$ cat config.mk
export PLATFORM = sky130hd
export DESIGN_NAME = toast_mem_arbiter
export DESIGN_NICKNAME = d
export VERILOG_FILES = /design/src/rtl/toast_pkg.sv /design/src/rtl/toast_arb_starve_ctr.sv /design/src/rtl/toast_mem_arbiter.sv
export SDC_FILE = /design/constraint.sdc
export NUM_CORES = 1
export LEC_CHECK = 0
export BUFFER_PORTS_ARGS = -buffer_cell sky130_fd_sc_hd__buf_2
export CAP_MARGIN = 5
export CELL_PAD_IN_SITES_DETAIL_PLACEMENT = 0
export CELL_PAD_IN_SITES_GLOBAL_PLACEMENT = 2
export CORE_MARGIN = 2
export CORE_UTILIZATION = 10
export CTS_BUF_LIST = sky130_fd_sc_hd__clkbuf_4 sky130_fd_sc_hd__clkbuf_8
export DETAILED_ROUTE_END_ITERATION = 6
export GPL_TIMING_DRIVEN = 0
export PLACE_DENSITY = 0.93
export SLEW_MARGIN = 20
export SYNTH_ARGS = -nofsm -noshare
export SYNTH_HDL_FRONTEND = slang
export SYNTH_SLANG_ARGS = --single-unit
$ cat constraint.sdc
create_clock -name clk_i -period 1.4 [get_ports clk_i]
set_input_delay 0.14 -clock clk_i [delete_from_list [all_inputs] [get_ports clk_i]]
set_output_delay 0.14 -clock clk_i [all_outputs]
set_load 0.01 [all_outputs]
$ cat src/rtl/toast_pkg.sv
// Shared types and helpers for the Toast unified-memory arbiter.
// Holds the response-owner encoding and the legal data byte-enable rule.
package toast_pkg;

  localparam int unsigned ADDR_W_DEF = 32;

  typedef enum logic [2:0] {
    R_NONE = 3'd0,
    R_IMEM = 3'd1,
    R_DMEM = 3'd2,
    R_IERR = 3'd3,
    R_DERR = 3'd4
  } resp_owner_t;

  // Byte, halfword and word lane patterns; zero means a word read.
  function automatic logic be_legal(input logic [3:0] be);
    logic ok;
    case (be)
      4'b0000, 4'b0001, 4'b0010, 4'b0100,
      4'b1000, 4'b0011, 4'b1100, 4'b1111: ok = 1'b1;
      default:                            ok = 1'b0;
    endcase
    return ok;
  endfunction

endpackage

$ cat src/rtl/toast_arb_starve_ctr.sv
// Saturating counter with synchronous clear, increment and terminal-count flag.
// Tracks consecutive data grants taken while a fetch is left waiting.
module toast_arb_starve_ctr #(
  parameter int unsigned MAX = 4,
  parameter int unsigned CW  = 3
) (
  input  logic          clk_i,
  input  logic          resetn_i,
  input  logic          clr_i,
  input  logic          inc_i,
  output logic [CW-1:0] cnt_o,
  output logic          tc_o
);

  logic [CW-1:0] cnt_q;
  logic [CW-1:0] cnt_d;
  logic          tc_s;

  assign tc_s  = (cnt_q == CW'(MAX));
  assign tc_o  = tc_s;
  assign cnt_o = cnt_q;

  // Clear dominates; increment holds once the terminal count is reached.
  always_comb begin
    cnt_d = cnt_q;
    if (clr_i) begin
      cnt_d = '0;
    end else if (inc_i && !tc_s) begin
      cnt_d = cnt_q + CW'(1);
    end else begin
      cnt_d = cnt_q;
    end
  end

  // Counter state register.
  always_ff @(posedge clk_i or negedge resetn_i) begin
    if (!resetn_i) begin
      cnt_q <= '0;
    end else begin
      cnt_q <= cnt_d;
    end
  end

endmodule

$ cat src/rtl/toast_mem_arbiter.sv
// Merges the Toast fetch and data ports onto one single-port synchronous RAM.
// Data wins ties unless a fetch has been passed over MAX_D_BURST times in a row.
module toast_mem_arbiter
  import toast_pkg::*;
#(
  parameter int unsigned ADDR_W      = ADDR_W_DEF,
  parameter int unsigned MAX_D_BURST = 4
) (
  input  logic              clk_i,
  input  logic              resetn_i,
  input  logic              imem_req_i,
  input  logic [ADDR_W-1:0] imem_addr_i,
  output logic              imem_gnt_o,
  output logic              imem_rvalid_o,
  output logic [31:0]       imem_rdata_o,
  output logic              imem_err_o,
  input  logic              dmem_req_i,
  input  logic [ADDR_W-1:0] dmem_addr_i,
  input  logic [3:0]        dmem_be_i,
  input  logic [31:0]       dmem_wdata_i,
  output logic              dmem_gnt_o,
  output logic              dmem_rvalid_o,
  output logic [31:0]       dmem_rdata_o,
  output logic              dmem_err_o,
  output logic              mem_en_o,
  output logic [ADDR_W-3:0] mem_addr_o,
  output logic [3:0]        mem_we_o,
  output logic [31:0]       mem_wdata_o,
  input  logic [31:0]       mem_rdata_i
);

  // A zero burst limit still needs a one-bit counter that sits at terminal count.
  localparam int unsigned CW = (MAX_D_BURST == 0) ? 1 : $clog2(MAX_D_BURST + 1);

  logic          igrant_s;
  logic          dgrant_s;
  logic          ierr_s;
  logic          derr_s;
  logic          tc_s;
  logic [CW-1:0] starve_cnt_s;
  resp_owner_t   resp_q;
  resp_owner_t   resp_d;

  assign ierr_s = (imem_addr_i[1:0] != 2'b00);
  assign derr_s = !be_legal(dmem_be_i);

  toast_arb_starve_ctr #(
    .MAX (MAX_D_BURST),
    .CW  (CW)
  ) u_starve (
    .clk_i    (clk_i),
    .resetn_i (resetn_i),
    .clr_i    (!imem_req_i || igrant_s),
    .inc_i    (dgrant_s && imem_req_i),
    .cnt_o    (starve_cnt_s),
    .tc_o     (tc_s)
  );

  // Grant selection; reset masks both grants combinationally.
  always_comb begin
    igrant_s = 1'b0;
    dgrant_s = 1'b0;
    if (!resetn_i) begin
      igrant_s = 1'b0;
      dgrant_s = 1'b0;
    end else if (imem_req_i && dmem_req_i) begin
      igrant_s = tc_s;
      dgrant_s = !tc_s;
    end else if (imem_req_i) begin
      igrant_s = 1'b1;
    end else if (dmem_req_i) begin
      dgrant_s = 1'b1;
    end else begin
      igrant_s = 1'b0;
      dgrant_s = 1'b0;
    end
  end

  assign imem_gnt_o = igrant_s;
  assign dmem_gnt_o = dgrant_s;

  // RAM strobe and write path; erroring requests are granted but never touch RAM.
  always_comb begin
    mem_en_o    = 1'b0;
    mem_addr_o  = '0;
    mem_we_o    = 4'b0000;
    mem_wdata_o = 32'h0000_0000;
    if (igrant_s) begin
      mem_en_o   = !ierr_s;
      mem_addr_o = imem_addr_i[ADDR_W-1:2];
    end else if (dgrant_s) begin
      mem_en_o    = !derr_s;
      mem_addr_o  = dmem_addr_i[ADDR_W-1:2];
      mem_we_o    = derr_s ? 4'b0000 : dmem_be_i;
      mem_wdata_o = dmem_wdata_i;
    end else begin
      mem_en_o = 1'b0;
    end
  end

  // Next response owner follows this cycle's grant.
  always_comb begin
    resp_d = R_NONE;
    if (igrant_s) begin
      resp_d = ierr_s ? R_IERR : R_IMEM;
    end else if (dgrant_s) begin
      resp_d = derr_s ? R_DERR : R_DMEM;
    end else begin
      resp_d = R_NONE;
    end
  end

  // Response owner register; reset drops any response still in flight.
  always_ff @(posedge clk_i or negedge resetn_i) begin
    if (!resetn_i) begin
      resp_q <= R_NONE;
    end else begin
      resp_q <= resp_d;
    end
  end

  // Route the RAM read data to the owning port; the other port sees zeros.
  always_comb begin
    imem_rvalid_o = 1'b0;
    imem_err_o    = 1'b0;
    imem_rdata_o  = 32'h0000_0000;
    dmem_rvalid_o = 1'b0;
    dmem_err_o    = 1'b0;
    dmem_rdata_o  = 32'h0000_0000;
    case (resp_q)
      R_IMEM: begin
        imem_rvalid_o = 1'b1;
        imem_rdata_o  = mem_rdata_i;
      end
      R_DMEM: begin
        dmem_rvalid_o = 1'b1;
        dmem_rdata_o  = mem_rdata_i;
      end
      R_IERR: begin
        imem_rvalid_o = 1'b1;
        imem_err_o    = 1'b1;
      end
      R_DERR: begin
        dmem_rvalid_o = 1'b1;
        dmem_err_o    = 1'b1;
      end
      default: begin
        imem_rvalid_o = 1'b0;
        dmem_rvalid_o = 1'b0;
      end
    endcase
  end

endmodule

==> summary.txt <==
Timing
  – Fin. max-slew vios: 0
  – Setup WS post-layout: -0.441 ns
  – Final Skew: 0.00412 ns
  – Slew @ Worst Pin: 0.682 ns
  – Min Tclk post-route: 1.84 ns
  – Tcrit/Tclk final: 132%
  – Slew margin rel.: 54.2%
  – Hold Vio Cnt, Final: 0
  – Unrepaired setup endpoints after global routing: true
  – Peak Freq: 0.543 GHz
  – # setup viols final: 134
  – Hold Slack: 0.215 ns

Placed design
  – HPWL after DPL: 7.21 mm
  – Port Buffers: 270
  – GPL Wtd Cong: 0.740
  – Pre-CTS setup slack: -0.334 ns

Global route
  – Met3 Track Usage GR: 1.50%
  – Global Route met2 Usage: 19.6%
  – Largest net degree at the start of global routing: 12
  – Gr ovfl total: 0
  – First-pass GRT wire length: 11.6 mm
  – Met1 usage: 11.8%
  – Vias in the first global route: 2209
  – Initial antenna violation count: 0
  – GRT Total Usage: 10.1%
  – GRT busiest layer: met2

Logic synthesis
  – Synthesized net count: 329
  – Syn. warnings: 0
  – Top cell type's share of synthesized area: 44.6%
  – Syn Std Cell Area: 1390 um2
  – Syn_area_per_cell: 7.32 um2
  – Sequential area share after synthesis: 10.8%
  – #FFs+latches synth: 6
  – Synth area leader: and2_1
  – Synth area leaders: and2_1 (45%), a22o_1 (19%), dfrtp_1 (11%)
  – Synth unique cells: 30
  – Syn Inst Count: 190

Worst setup path
  – Crit Path Class: reg2out
  – CP Data Required Time: 1.26 ns
  – Startpoint types: flip-flop
  – CP Max Fanout: 6
  – R2r startpoint: u_starve.cnt_o[0]
  – Worst setup path startpoint: u_starve.cnt_o[0]
  – Arrival @ worst endpoint: 1.70 ns
  – Crit end category: output pin

Routing
  – Vias post-DR: 2583
  – Routed WL: 9.68 mm
  – DR pass1 iterations: 4
  – DRC viols: 0
  – Routed wire per std cell: 14.5 um
  – DR iter-0 viols: 49
  – Vias per cell: 3.86
  – Antenna Nets Post-Route: 0

CTS
  – Clock slew at reported path FFs: 0.04 ns
  – H-tree Lvls: 1
  – Num CTS Buffers: 3
  – Clk root buf: clkbuf_8
  – Clock sinks: 6
  – Worst skew pair latency: 0.22 ns
  – Clock buffer depth: 2
  – CTS tree: built

Floorplanning
  – Die Y: 122 um
  – IO Pins: 273
  – Die ar.: 14900 um2
  – Core footprint: 13700 um2
  – Die X: 122 um
  – Row count: 43
  – Starting density of the core: 10.1%

Job
  – Max-cap violation count: 0

Power and ir drop
  – VDD IR-drop max: 0.000219 V
  – Static leakage: 0.00227 uW
  – Pwr/cell area: 381 nW/um2

Run status
  – Run status: finished with violations
  – Failing checks: setup timing

Layout
  – Most frequent cells in the layout: buf_2 (207), buf_6 (82), and2_4 (64), and2_1 (35), a22o_1 (30)
  – Fill cells: 1459
  – Ant diodes: 0
  – Share of post-route cells with drive strength above 1: 81.4%
  – Final nets: 630
  – Area delta synth->final: 190%
  – Most common cell after layout, fill and taps aside: buf_2

Worst hold path
  – Hold_sp: imem_req_i
  – Hold Path Class: in2reg
==> registers in the layout, summed over array words and instances (netlist names) <==
| register | flops |
|---|---|
| resp_q | 3 |
| u_starve.cnt_o | 3 |
==> cell families (layout without fill, tap and decap cells) <==
kind of cell / count (synthesis) / in the layout / share of synthesized area (%)
AND/OR/NAND/NOR: 118 / 118 / 53.6
AO/OA/AOI/OAI: 38 / 38 / 23.0
buffers and inverters: 24 / 323 / 9.36
flip-flops: 6 / 6 / 10.8
adder cells (fa/ha/maj): 3 / 3 / 2.70
XOR/XNOR: 1 / 1 / 0.630
==> worst paths after layout <==
check	slack, ns	to	cells past startpoint
worst min register to register	0.62	u_starve.cnt_o[2]	2
min in group asynchronous	0.50	u_starve.cnt_o[1]	2
worst min-delay path	0.22	u_starve.cnt_o[0]	2
max in group asynchronous	0.65	resp_q[2]	2
worst max register to register	-0.08	resp_q[2]	8
worst max-delay path	-0.44	mem_addr_o[19]	8
==> repair_timing <==
item,4_1_cts,5_1_grt
endpoints found under the hold margin,6,0
pin swaps,40,41
endpoints found under the setup margin,136,137
buffers inserted,12,5
gates resized for setup,73,137
gates cloned,6,4
hold buffers,1,0
==> per-stage QoR <==
| stage | power [uW] | cells | area, um2 | util [%] | setup TNS, ns |
|---|---|---|---|---|---|
| after floorplan | 527 | 190 | 1410 | - | -0.389 |
| after global placement | 949 | 640 | 2980 | 21.7 | -26.82 |
| after detailed placement | 946 | 640 | 2980 | 21.7 | -26.18 |
| after CTS | 1350 | 662 | 3470 | 25.3 | -38.14 |
| after global routing | 1640 | 669 | 4030 | 29.3 | -44.86 |
| final | 1530 | 669 | 4030 | 29.3 | -35.28 |
==> per-layer routing <==
| metal | vias to the layer above | part of all wire [%] | routed length [um] |
|---|---|---|---|
| met3 | 14 | 11 | 1050 |
| met2 | 192 | 49 | 4700 |
| met4 | 0 | 2.1 | 200 |
| li1 | 1237 | - | - |
| met5 | - | 0 | 0 |
| met1 | 1140 | 39 | 3730 |
==> cell usage after synthesis (all sizes together) <==
cell and n:
and2 99, a22o 30, buf 9, inv 9
clkbuf 6, dfrtp 6, nor3 5, nand3 4
ha 3, nor3b 3, nor2 2, o21ai 2
o22ai 2, a21bo 1, a21boi 1, and2b 1
nand2 1, nand4b 1, nor2b 1, o21a 1
o32ai 1, or2 1, xnor2 1
==> where the power goes <==
part	switching (uW)	internal, uW	total (uW)	leakage [uW]
Clock	71.2	184	256	0.0000216
Sequential	9.29	182	192	0.0000782
Combinational	463	623	1090	0.00217
==> worst max-delay path, stage by stage, from the launching register on <==
cell,delay (ns)
dfrtp_1,0.37
inv_2,0.07
ha_4,0.17
a21bo_4,0.22
nand3_4,0.09
inv_8,0.06
buf_6,0.13
a22o_1,0.22
buf_2,0.15
==> cell type report <==
cell class / count / area, um2 / area share [%]
Timing Repair Buffer: 296 / 2000 / 49.8
Multi-Input combinational cell: 160 / 1370 / 34.0
Tap cell: 180 / 225 / 5.60
Buffer: 14 / 176 / 4.38
Sequential cell: 6 / 153 / 3.79
Inverter: 9 / 48.8 / 1.21
Clock buffer: 3 / 41.3 / 1.03
Timing Repair inverter: 1 / 8.76 / 0.218
No activity file was read; power rests on OpenSTA's default activity.
